$ cat config.mk
export PLATFORM = sky130hd
export DESIGN_NAME = hilo_mult_unit
export DESIGN_NICKNAME = d
export VERILOG_FILES = /design/src/rtl/mips_defs_pkg.sv /design/src/rtl/twos_negate.sv /design/src/rtl/hilo_mult_unit.sv
export SDC_FILE = /design/constraint.sdc
export NUM_CORES = 1
export LEC_CHECK = 0
export CORE_MARGIN = 2
export CORE_UTILIZATION = 30
export CTS_CLUSTER_DIAMETER = 80
export DETAILED_ROUTE_END_ITERATION = 8
export PLACE_DENSITY = 0.46
export SETUP_SLACK_MARGIN = 0.2
export SYNTH_ARGS = -nofsm -noshare
export SYNTH_HDL_FRONTEND = slang
export SYNTH_SLANG_ARGS = --single-unit
export TNS_END_PERCENT = 5
$ cat constraint.sdc
create_clock -name clk -period 10.7 [get_ports clk]
set_input_delay 2.14 -clock clk [delete_from_list [all_inputs] [get_ports clk]]
set_output_delay 2.14 -clock clk [all_outputs]
set_load 0.01 [all_outputs]
$ cat src/rtl/mips_defs_pkg.sv
// Shared MIPS definitions: instruction field constants, writeback source
// select encodings and the multiplier state encoding.
package mips_defs_pkg;

  // Primary opcodes
  localparam logic [5:0] OPCODE_RTYPE = 6'b000000;
  localparam logic [5:0] OPCODE_LUI   = 6'b001111;

  // R-type function codes that involve the HI/LO unit
  localparam logic [5:0] FUNC_MFHI = 6'b010000;
  localparam logic [5:0] FUNC_MFLO = 6'b010010;
  localparam logic [5:0] FUNC_MULT = 6'b011000;

  // Writeback mux select (regWriteDataSrc)
  typedef enum logic [1:0] {
    WB_SRC_ALU = 2'b00,
    WB_SRC_LO  = 2'b01,
    WB_SRC_HI  = 2'b10,
    WB_SRC_LUI = 2'b11
  } wb_src_e;

  // Multiplier sequencing states; 2'b11 is unused and recovers to idle
  typedef enum logic [1:0] {
    MS_IDLE = 2'b00,
    MS_CALC = 2'b01,
    MS_FIX  = 2'b10
  } mult_state_e;

endpackage

$ cat src/rtl/twos_negate.sv
// Conditional two's complement negate: y = neg ? -a : a.
// Used both to take operand magnitudes and to restore the product sign.
module twos_negate #(
  parameter int N = 32
) (
  input  logic         neg,
  input  logic [N-1:0] a,
  output logic [N-1:0] y
);

  // Negate by invert-plus-one; the most negative value maps onto itself,
  // which read as unsigned is exactly its magnitude.
  assign y = neg ? (~a + N'(1)) : a;

endmodule

$ cat src/rtl/hilo_mult_unit.sv
// Multi-cycle signed multiplier with HI/LO result registers.
// Unsigned radix-2 shift-add on operand magnitudes (one multiplier bit per
// cycle, LSB first), then a single sign-fix cycle that commits {hi,lo}.
module hilo_mult_unit
  import mips_defs_pkg::*;
#(
  parameter int WIDTH = 32,
  parameter int CNT_W = 6
) (
  input  logic             clk,
  input  logic             rst,
  input  logic             multLoad,
  input  logic [WIDTH-1:0] opA,
  input  logic [WIDTH-1:0] opB,
  output logic             stall,
  output logic             busy,
  output logic             done,
  output logic [WIDTH-1:0] hi,
  output logic [WIDTH-1:0] lo
);

  mult_state_e        state;
  logic [CNT_W-1:0]   count;
  logic [WIDTH-1:0]   mag_a_in;
  logic [WIDTH-1:0]   mag_b_in;
  logic [WIDTH-1:0]   mag_b;      // multiplier magnitude, shifted right each CALC cycle
  logic [2*WIDTH-1:0] mag_a_sh;   // multiplicand magnitude, shifted left each CALC cycle
  logic [2*WIDTH-1:0] acc;
  logic [2*WIDTH-1:0] prod;
  logic               neg;

  twos_negate #(.N(WIDTH)) u_mag_a (
    .neg (opA[WIDTH-1]),
    .a   (opA),
    .y   (mag_a_in)
  );

  twos_negate #(.N(WIDTH)) u_mag_b (
    .neg (opB[WIDTH-1]),
    .a   (opB),
    .y   (mag_b_in)
  );

  twos_negate #(.N(2*WIDTH)) u_prod (
    .neg (neg),
    .a   (acc),
    .y   (prod)
  );

  // Sequencer and datapath: capture operands, accumulate partial products, commit result.
  always_ff @(posedge clk or posedge rst) begin
    // NOTE: every register here is a handful of flops, not a RAM, so all of
    // them get the async reset; a reset mid-operation discards the partial product.
    if (rst) begin
      state    <= MS_IDLE;
      count    <= '0;
      mag_a_sh <= '0;
      mag_b    <= '0;
      acc      <= '0;
      neg      <= 1'b0;
      hi       <= '0;
      lo       <= '0;
      done     <= 1'b0;
    end else begin
      // NOTE: non-blocking assignments throughout, so every branch sees the
      // pre-edge values and the defaults below can be overridden safely.
      done <= 1'b0;
      case (state)
        MS_IDLE: begin
          // A request seen together with done is the retiring mult still
          // held by the controller; it must not start a second operation.
          if (multLoad && !done) begin
            mag_a_sh <= {{WIDTH{1'b0}}, mag_a_in};
            mag_b    <= mag_b_in;
            neg      <= opA[WIDTH-1] ^ opB[WIDTH-1];
            acc      <= '0;
            count    <= '0;
            state    <= MS_CALC;
          end
        end
        MS_CALC: begin
          if (mag_b[0]) begin
            acc <= acc + mag_a_sh;
          end
          mag_a_sh <= mag_a_sh << 1;
          mag_b    <= mag_b >> 1;
          count    <= count + CNT_W'(1);
          if (count == CNT_W'(WIDTH - 1)) begin
            state <= MS_FIX;
          end
        end
        MS_FIX: begin
          {hi, lo} <= prod;
          done     <= 1'b1;
          state    <= MS_IDLE;
        end
        default: begin
          state <= MS_IDLE;
        end
      endcase
    end
  end

  assign busy  = (state == MS_CALC) || (state == MS_FIX);
  // Stall from the request cycle itself; drop in the done cycle so the PC
  // steps past the mult exactly once.
  assign stall = busy | (multLoad & ~done);

endmodule

# Yosys cells after proc, flatten, opt, wreduce, memory -nomap -nowiden
# Cells that the tools add are included.
[word_totals]
reg_bits = 234
latch_bits = 0
ramBits = 0
mem_bits_ro = 0
out_inout_bits = 67
elab_cells = 52
mem_count = 0
[classes]
add_sub_neg = 5
mul = 0
n_div = 0
order_cmp = 0
eq_ne = 6
n_shift = 0
muxes = 16
bitwise = 7
n_reduce_logical = 9
[ops]
columns = ["operator", "n"]
rows = [
  ["64-bit two-way mux", 4],
  ["64-bit one-hot mux with 2 select lines", 2],
  ["32-bit two-way mux", 3],
  ["32-bit by 1-bit adder with 32-bit output, second input constant", 2],
  ["64-bit by 1-bit adder with 64-bit output, second input constant", 1],
  ["64-bit adder", 1],
  ["32-bit NOT", 2],
  ["64-bit NOT", 1],
  ["32-bit one-hot mux with 2 select lines", 1],
  ["6-bit one-hot mux with 2 select lines", 1],
  ["6-bit by 1-bit adder with 6-bit output, second input constant", 1],
  ["6-bit by 5-bit == test with 1-bit output, second input constant", 1],
  ["6-bit two-way mux", 1],
  ["2-bit != test, second input constant", 3],
  ["2-bit AND reduction", 3],
  ["2-bit two-way mux", 2],
  ["2-bit one-hot mux with 2 select lines", 1],
  ["3-bit AND reduction", 1],
  ["2-bit by 1-bit == test with 1-bit output, second input constant", 1],
  ["2-bit == test, second input constant", 1],
  ["2-bit logical NOT", 1],
  ["2-bit nonzero test", 1],
  ["1-bit bitwise AND", 1],
  ["1-bit logical AND", 1],
  ["6 further kinds", 6],
]

# Logic depth before layout (Yosys ltp)
# Gate-level depths: netlist (run 1).
[logic_depth]
word_depth = 5
depth_mapped = 12
mapped_depth_nobuf = 12

# Hierarchy
# Synthesis (run 1) repeated with hierarchy kept, for this count alone.
[hier_totals]
cells_unflattened = 1690
hier_area_um2 = 15974.1
[modules_own_cells]
columns = ["module", "n_inst", "cells_each", "area_per_inst_um2", "seq_area_each_um2"]
rows = [
  ["hilo_mult_unit", 1, 1286, 12771.0, 5855.6],
  ["twos_negate at u_prod", 1, 206, 1649.1, 0.0],
  ["twos_negate at u_mag_a ...", 2, 99, 777.0, 0.0],
]

# Worst setup path before layout (run 1)
# Ideal clock, no wire load.
[synth_path]
path_type = "input -> register"
start = "input port opB[8]"
end = "register mag_b[29]"
t_arrival_ps = 4599
required_time_ps = 10574
slack_ps = 5975
path_stages = 9
path_cell_list = "or4_4 -> or3_4 -> or4_4 -> nand2b_4 -> or2_1 -> nand2b_4 -> o31ai_4 -> xnor2_1 -> a221o_1"
[synth_via]
elab_chain_len = 5
[synth_lines]
columns = ["element", "line_no", "source"]
rows = [
  ["start: declaration", "hilo_mult_unit.sv:14", "input logic [WIDTH-1:0] opB,"],
  ["32-bit NOT", "twos_negate.sv:13", "assign y = neg ? (~a + N'(1)) : a;"],
  ["32-bit by 1-bit adder with 32-bit output", "twos_negate.sv:13", ""],
  ["32-bit two-way mux", "twos_negate.sv:13", ""],
  ["32-bit two-way mux", "hilo_mult_unit.sv:72", "if (multLoad && !done) begin"],
  ["32-bit one-hot mux with 2 select lines", "hilo_mult_unit.sv:68", "case (state)"],
  ["end signal: assignment", "hilo_mult_unit.sv:74", "mag_b <= mag_b_in;"],
  ["end signal: assignment", "hilo_mult_unit.sv:86", "mag_b <= mag_b >> 1;"],
  ["end: declaration", "hilo_mult_unit.sv:26", "logic [WIDTH-1:0] mag_b;"],
]
# No other way between the ends. The select of a mux whose other input is x is not followed.
# A chain may end at the register's enable or synchronous reset.

# Worst setup path in the final report (run 1)
[layout_path]
start = "input port multLoad"
end = "output port stall"
[layout_via]
elab_chain_len = 2
[layout_lines]
columns = ["element", "line_no", "source"]
rows = [
  ["start: declaration", "hilo_mult_unit.sv:12", "input logic multLoad,"],
  ["1-bit bitwise AND", "hilo_mult_unit.sv:107", "assign stall = busy | (multLoad & ~done);"],
  ["1-bit OR", "hilo_mult_unit.sv:107", ""],
  ["end: declaration", "hilo_mult_unit.sv:15", "output logic stall,"],
]
# No other way between the ends.

==> results_dict.tcl, run 1 <==
set metrics [dict create \
    status "completed" \
    setup_viol 0 \
    syn_nets 1950 \
    start_util_pct 30.36 \
    io_buffers 133 \
    hold_buffers 0 \
    relSlewSlack_pct 25.81 \
    layout.cells.non_filler 2582 \
    post_cts_resized 0 \
    finalHoldViolations 0 \
    yosys_warnings 0 \
    wirelength_um 45510 \
    synth-xor-area-share_pct 9.833 \
    synth_top_area_share_pct 38.45 \
    synth_compound_area_share_pct 24.57 \
    fmax_mhz 181.5 \
    post-route-util_pct 36.21 \
    cp_max_fo 3 \
    syn_inst 1811 \
    post_cts_buffers 0 \
    cap_violations 0 \
    fp.dieH_um 229.3 \
    synthSimpleGateAreaFrac_pct 17.32 \
    cts_buffer_depth 3 \
    avgViaCountPerCell 5.163 \
    holdCritPathClass "reg -> reg" \
    synth_fa_ha_area_share_pct 5.964 \
    num_rows 82 \
    dr.pass1.iters 5 \
    slew_viol_final 0 \
    skew_ps 16.79 \
    die_x_um 229.3 \
    hold_slack_ps 479.7 \
    syn_avg_cell_area_um2 8.410 \
    power.density_nw_per_um2 289.8 \
    clock_sinks 234 \
    synthesis.area_um2 15230 \
    r2r-end "hi[31]" \
    leakage_uw 0.007763 \
    grt_max_degree 115 \
    ir_worst_vdd_mv 0.1852 \
    start_kind "primary input" \
    wl_per_cell_um 17.62 \
    cts_buffers 30 \
    r2r_slack_ps 6360 \
    synth-seq-cells 234 \
    area_delta_synth_final_pct 19.28 \
    period_share_pct 51.48 \
    worst_setup_path_end_kind "primary output" \
    crit_arrival_ps 3370 \
    grt_pass1_wl_um 73290 \
    layout-drive-gt1-share_pct 4.607 \
    synth_area_leaders "dfrtp_1, xor2_1, a21oi_1, o21ai_0, ha_1" \
    grtUsageTotal_pct 17.10 \
    worstHoldPathCells 2 \
    synth_top_family_by_area "compound AO/OA/AOI/OAI gates" \
    dieArea_um2 52590 \
    holdPathEnd "mag_b[16]" \
    worst_pin_slew_ps 1113 \
    reg2reg_depth 8 \
    place.gp.congestion 0.8753 \
    cts_max_level 1 \
    tns_ps 0 \
    yosys.area.top_type "dfrtp_1" \
    core_um2 50170 \
    drtIter0Drc 723 \
    required_ps 8560 \
    synth_cell_types 63 \
    hpwl_um 33400 \
    ios 134 \
    critPathKind "in -> out" \
    cp-startpoint "multLoad" \
    timing.final.crit_period_ps 5508 \
    fin_nets 2025 \
    dp.cells 2526 \
    vias 13330 \
    clock_tree.root_cell "clkbuf_16" \
    synth.area.mux_share_pct 0.5422 \
    grt_overflow 0 \
    rsz0062_at_grt "false" \
    first_global_vias 13140 \
    drt.antenna.violating_nets 0 \
    drc_errors 0 \
    clock_latency_ps 590 \
    synth_edf_count 0 \
    antenna_cells 0 \
    synth_top_flop_cell "dfrtp_1" \
    worstReg2RegStart "acc[10]" \
    min-delay-start "mag_b[16]" \
    cts_tree "built" \
    ys_seq_area_share_pct 38.45 \
    clkTransAtPathRegs_ps 60 \
    antenna_found_initial 0 \
    async_flop_share_pct 100.0 \
]
flip-flops by register name, summed over array words and instances, names as in the netlist:
name,cells
mag_a_sh,64
count,6
neg,1
acc,64
lo,32
hi,32
mag_b,32
done,1
state,2
Yosys cell counts (11+ instances only):
| cell type | count |
|---|---|
| nand2_1 | 210 |
| a21o_1 | 19 |
| o41ai_1 | 19 |
| o21bai_1 | 13 |
| nand2b_1 | 12 |
| nor3_1 | 31 |
| dfrtp_1 | 234 |
| and3_1 | 11 |
| ha_1 | 71 |
| o31ai_1 | 36 |
| o21a_1 | 12 |
| nand4_1 | 37 |
| nor4_1 | 15 |
| xor2_1 | 129 |
| clkbuf_1 | 93 |
| o21ai_0 | 200 |
| or4_1 | 14 |
| a22o_1 | 37 |
| or3_1 | 18 |
| nor2_1 | 170 |
| inv_1 | 31 |
| xnor2_1 | 42 |
| a21oi_1 | 205 |
| nand3_1 | 26 |
critical path, stage by stage:
cell	delay [ps]
clkdlybuf4s50_1	480
nand2b_1	110
nand2b_1	100
clkdlybuf4s50_1	540
cell usage in the layout (no fill, tap or decap), types with 12 or more instances in the layout:
cell             count
o21bai_1            13
xor2_1             129
nand2b_1            12
a21oi_1            204
o31ai_1             36
clkdlybuf4s50_1    133
nor4_1              15
nor2_1             170
nor3_1              31
o41ai_1             19
nand4_1             37
inv_1               30
nand2_1            210
ha_1                69
buf_4               13
nand3_1             26
a22o_1              37
or4_1               14
clkbuf_16           30
or3_1               18
dfrtp_1            233
xnor2_1             42
a21o_1              19
o21ai_0            199
how the worst max path moves through the flow:
| stage | slack [ps] | cells after the start | endpoint |
|---|---|---|---|
| floorplan | 2140 | 1 | acc[0] |
| global placement | 5220 | 4 | stall |
| detailed placement | 5190 | 4 | stall |
| CTS | 5180 | 4 | stall |
| global route | 5150 | 4 | stall |
| finish | 5190 | 4 | stall |
power breakdown:
group          switching, uW  total, uW  internal, uW
clock                    424       1020           596
combinational           1600       2610          1010
sequential               401       1630          1230
kinds of logic (layout without fill, tap and decap cells):
family | Yosys count | in the layout
multiplexers | 8 | 8
XOR/XNOR | 171 | 171
AO/OA/AOI/OAI | 616 | 616
flip-flops | 234 | 234
buffers and inverters | 135 | 234
adder cells (fa/ha/maj) | 72 | 72
AND/OR/NAND/NOR | 575 | 575
metal layers:
| layer | track usage (%) | up-vias | share of wire, % |
|---|---|---|---|
| li1 | - | 6687 | - |
| met1 | 24.82 | 6368 | 50 |
| met3 | 2.689 | 53 | 4.6 |
| met4 | 4.221 | 0 | 2.0 |
| met5 | 0 | - | 0 |
| met2 | 26.46 | 223 | 44 |
cell type report:
cell class,instances,area [um^2]
Fill cell,5192,32000
Multi-Input combinational cell,1442,8916
Sequential cell,234,5857
Timing Repair Buffer,146,1429
Clock buffer,43,879.6
Tap cell,672,840.8
Inverter,32,127.6
Clock inverter,13,117.6
through the flow:
stage | power [uW] | instance area, um^2 | setup slack [ps]
floorplan | 3372 | 15230 | 2142
global placement | 4245 | 17170 | 5221
detailed placement | 4269 | 17170 | 5191
CTS | 5321 | 18170 | 5179
global route | 5722 | 18170 | 5149
finish | 5265 | 18170 | 5192
(Power assumes the default switching activity.)
==> run 2, diff against run 1 <==
--- a/config.mk
+++ b/config.mk
@@ -9,7 +9,7 @@
 export CORE_UTILIZATION = 30
 export CTS_CLUSTER_DIAMETER = 80
 export DETAILED_ROUTE_END_ITERATION = 8
-export PLACE_DENSITY = 0.46
+export PLACE_DENSITY = 0.48
 export SETUP_SLACK_MARGIN = 0.2
 export SYNTH_ARGS = -nofsm -noshare
 export SYNTH_HDL_FRONTEND = slang
==> constraint.sdc (replaced) <==
create_clock -name clk -period 4.9 [get_ports clk]
set_input_delay 0.98 -clock clk [delete_from_list [all_inputs] [get_ports clk]]
set_output_delay 0.98 -clock clk [all_outputs]
set_load 0.01 [all_outputs]
==> results_dict.tcl, run 2 (synthesis gave the netlist of run 1 again) <==
set metrics [dict create \
    status "completed" \
    required_ps 5360 \
    holdPathEnd "mag_b[31]" \
    skew_ps 11.60 \
    post_cts_resized 0 \
    ir_worst_vdd_mv 0.2985 \
    first_global_vias 13330 \
    r2r_slack_ps 1150 \
    fill_cells 5183 \
    layout.cells.non_filler 2596 \
    start_kind "register" \
    die_x_um 229.3 \
    clkTransAtPathRegs_ps 60 \
    layout-drive-gt1-share_pct 5.200 \
    ios 134 \
    hpwl_um 33000 \
    layout_common_cells "dfrtp_1, nand2_1, a21oi_1, o21ai_0, nor2_1" \
    io_buffers 133 \
    rsz0062_at_grt "false" \
    clock_latency_ps 580 \
    multi_input_area_um2 8916 \
    num_rows 82 \
    largestRegisters "acc (64), mag_a_sh (64)" \
    hold_buffers 0 \
    worst_setup_path_end_kind "register" \
    dp.cells 2538 \
    clock_tree.root_cell "clkbuf_16" \
    avgViaCountPerCell 5.191 \
    antenna_found_initial 3 \
    reg2reg_depth 10 \
    tns_ps 0 \
    cp_max_fo 5 \
    power.density_nw_per_um2 638.5 \
    core_um2 50170 \
    swShare_pct 44.98 \
    layout.area.seq_um2 5857 \
    crit_arrival_ps 4200 \
    vias 13480 \
    worstReg2RegStart "acc[4]" \
    grt_max_degree 127 \
    wl_per_cell_um 17.27 \
    pwr-share-seq_pct 30.2 \
    fmax_mhz 266.9 \
    dr.pass1.iters 5 \
    holdCritPathClass "reg -> reg" \
    grt_overflow 0 \
    period_share_pct 76.45 \
    finalHoldViolations 0 \
    cts_buffers 31 \
    dieArea_um2 52590 \
    layout_commonest_cell "dfrtp_1" \
    leakage_uw 0.007869 \
    worst_pin_slew_ps 1118 \
    cts_buffer_depth 3 \
    fin_nets 2038 \
    slew_viol_final 0 \
    clock_sinks 234 \
    clkPwrFrac_pct 20.6 \
    setup_ws_ps 1154 \
    hold_slack_ps 471.0 \
    drtIter0Drc 705 \
    relSlewSlack_pct 25.49 \
    post_cts_buffers 0 \
    worstHoldPathCells 2 \
    grt_pass1_wl_um 72730 \
    setup_viol 0 \
    dp_slack_ps 740.7 \
    place.gp.congestion 0.8904 \
    cap_violations 0 \
    combPwrFrac_pct 49.2 \
    r2r-end "acc[57]" \
    area_delta_synth_final_pct 20.66 \
    timing.final.crit_period_ps 3746 \
    grtUsageTotal_pct 16.90 \
    netSwitchingPower_uw 5278 \
    fp.dieH_um 229.3 \
    start_util_pct 30.36 \
    cts_max_level 1 \
    critPathKind "reg -> reg" \
    drt.antenna.violating_nets 0 \
    wirelength_um 44830 \
    drc_errors 0 \
    min-delay-start "mag_b[31]" \
    internal_power_uw 6456 \
    cts_tree "built" \
]
## run 2: critical path, cell delays in order, from the launching register on
cell and delay, ps:
dfrtp_1 430, ha_1 360, a21o_1 200, o21bai_1 200, o221a_2 310, o311a_1 350, nor4b_1 590, nor2_1 130
a31oi_1 520, o21ai_0 220, a221o_1 320
## run 2: per-stage QoR
stage / power [uW] / instance area, um^2 / utilization, %
4_1_cts: 11850 / 18380 / 36.63
2_1_floorplan: 7364 / 15230 / -
6_report: 11730 / 18380 / 36.63
5_1_grt: 12720 / 18380 / 36.63
3_3_place_gp: 9291 / 17280 / 34.45
3_5_place_dp: 9346 / 17280 / 34.45
## run 2: power groups by stage
stage          registers (uW)  clock network, uW  logic, uW
6_report                 3540               2420       5770
5_1_grt                  3670               2570       6490
4_1_cts                  3540               2500       5810
3_5_place_dp             3560                  0       5780
3_3_place_gp             3550                  0       5740
2_1_floorplan            3330                  0       4040
## run 2: per-layer routing
layer | up-vias | GRT usage, % | routed length [um]
li1 | 6737 | - | -
met1 | 6386 | 23.14 | 21150
met2 | 274 | 26.73 | 19800
met3 | 74 | 3.474 | 2570
met4 | 4 | 5.215 | 1279
met5 | - | 0 | 26
## run 2: worst max-delay path by stage
stage	from	endpoint	slack [ps]
2_1_floorplan	rst	acc[0]	860
3_3_place_gp	opB[8]	mag_b[29]	780
3_5_place_dp	opB[8]	mag_b[29]	740
4_1_cts	acc[0]	acc[54]	1190
5_1_grt	acc[4]	acc[57]	930
6_report	acc[4]	acc[57]	1150
## run 2: final cells by class
class,count,share of cell area [%]
clock buffer,43,4.793
sequential,234,31.87
multi-input combinational,1442,48.52
inverter,32,0.6740
clock inverter,14,1.157
antenna,1,0.01362
tap,672,4.575
timing repair buffer,158,8.401
==> run 3, diff against run 2 <==
==> constraint.sdc (replaced) <==
create_clock -name clk -period 3.2 [get_ports clk]
set_input_delay 0.64 -clock clk [delete_from_list [all_inputs] [get_ports clk]]
set_output_delay 0.64 -clock clk [all_outputs]
set_load 0.01 [all_outputs]
==> results_dict.tcl, run 3 (synthesis gave the netlist of run 1 again) <==
set metrics [dict create \
    status "completed" \
    dp_slack_ps -548.7 \
    finalHoldViolations 0 \
    internal_power_uw 11420 \
    clock_sinks 234 \
    clkPwrFrac_pct 17.3 \
    drt.antenna.violating_nets 0 \
    cap_violations 0 \
    swShare_pct 43.38 \
    required_ps 3690 \
    hpwl_um 36040 \
    r2r-end "acc[56]" \
    layout_commonest_cell "buf_4" \
    holdCritPathClass "in -> async" \
    area_delta_synth_final_pct 35.32 \
    drtIter0Drc 802 \
    slew_viol_final 0 \
    wirelength_um 47910 \
    crit_end "acc[56]" \
    grtUsageTotal_pct 18.15 \
    period_share_pct 95.37 \
    timing.final.crit_period_ps 3052 \
    core_um2 50170 \
    avgViaCountPerCell 5.095 \
    start_util_pct 30.36 \
    hold_slack_ps 385.6 \
    setup_viol 0 \
    ios 134 \
    combPwrFrac_pct 56.6 \
    vias 14400 \
    fmax_mhz 327.7 \
    num_rows 82 \
    cp-startpoint "mag_a_sh[27]" \
    ir_worst_vdd_mv 0.4098 \
    antenna_found_initial 6 \
    skew_ps 23.89 \
    fp.dieH_um 229.3 \
    setup_ws_ps 148.3 \
    grt_pass1_wl_um 78110 \
    finalPower_uw 20170 \
    worst_setup_path_end_kind "register" \
    leakage_uw 0.009061 \
    layout_common_cells "buf_4, dfrtp_1, nand2_1, a21oi_1, o21ai_0" \
    crit_arrival_ps 3540 \
    fill_cells 5045 \
    cts_tree "built" \
    place.gp.congestion 0.8711 \
    die_x_um 229.3 \
    clock_latency_ps 580 \
    power.density_nw_per_um2 978.4 \
    clock_tree.root_cell "clkbuf_16" \
    start_kind "register" \
    relSlewSlack_pct 42.61 \
    clkTransAtPathRegs_ps 60 \
    first_global_vias 14360 \
    critPathKind "reg -> reg" \
    cts_buffer_depth 3 \
    layout-drive-gt1-share_pct 18.73 \
    cts_buffers 31 \
    worstReg2RegStart "mag_a_sh[27]" \
    grt_max_degree 103 \
    dr.pass1.iters 5 \
    fin_nets 2270 \
    cp_max_fo 4 \
    r2r_slack_ps 150 \
    largestRegisters "acc (64), mag_a_sh (64)" \
    drc_errors 0 \
    wl_per_cell_um 16.95 \
    worst_pin_slew_ps 857.7 \
    rsz0062_at_grt "true" \
    io_buffers 133 \
    dieArea_um2 52590 \
    hold_buffers 0 \
    grt_overflow 0 \
    cts_max_level 1 \
    dp.cells 2761 \
    tns_ps 0 \
    pwr-share-seq_pct 26.1 \
    netSwitchingPower_uw 8748 \
    reg2reg_depth 11 \
    layout.cells.non_filler 2827 \
]
-- run 3: cell count changes in the layout (fill, tap and decap cells not counted), moves of 8 or more --
cell     change
a21oi_2      +9
buf_4      +222
ha_4        +16
o21ai_1      +8
o21ai_0     -10
a21oi_1      -9
ha_1        -20
-- run 3: power groups by stage --
stage	sequential [uW]	combinational (uW)	clock (uW)
after floorplan	5090	6180	0
after global placement	5190	10800	0
after detailed placement	5200	10900	0
after CTS	5190	11200	3600
after global routing	5440	12700	3710
final	5260	11400	3490
-- run 3: what timing repair did --
item | CTS | global route
setup buffers | 3 | 6
resized for setup | 40 | 68
setup endpoints to repair | 49 | 61
pin swaps | 16 | 38
-- run 3: routing by layer --
layer / wire length, um / up-vias / track usage [%]
met5: 26 / - / 0
met4: 954 / 4 / 4.403
met3: 2146 / 65 / 2.976
met2: 21540 / 246 / 29.19
met1: 23250 / 6879 / 25.41
li1: - / 7209 / -
-- run 3: stage by stage --
stage,utilization (%),area (um^2)
floorplan,-,15230
global placement,37.91,19020
detailed placement,37.91,19020
CTS,40.29,20220
global route,41.07,20610
finish,41.08,20610
-- run 3: worst max-delay path, cell delays in order (launching register included) --
cell      delay (ps)
dfrtp_2          470
ha_4             300
buf_4            110
nand2_1           90
or4_4            550
or3_1            400
o21ai_2          180
buf_6            140
a2111o_1         270
a31oi_2          140
xor2_1           180
o21ai_1          140
-- run 3: layout make-up --
type | instances | area (um^2) | area share [%]
multi-input cells | 1442 | 9397 | 45.59
inverters | 32 | 123.9 | 0.6010
flip-flops and latches | 234 | 5864 | 28.45
well taps | 672 | 840.8 | 4.079
diodes | 3 | 7.507 | 0.03642
clock buffers | 38 | 832.0 | 4.037
clock inverters | 16 | 168.9 | 0.8195
repair buffers | 390 | 3377 | 16.38
-- run 3: how the worst min path moves through the flow --
stage                   start        end  depth (start not counted)
floorplan           mag_b[31]  mag_b[31]                          2
global placement    mag_b[20]  mag_b[20]                          2
detailed placement  mag_b[20]  mag_b[20]                          2
CTS                       rst     lo[25]                          2
global route              rst     lo[22]                          2
finish                    rst     lo[22]                          2
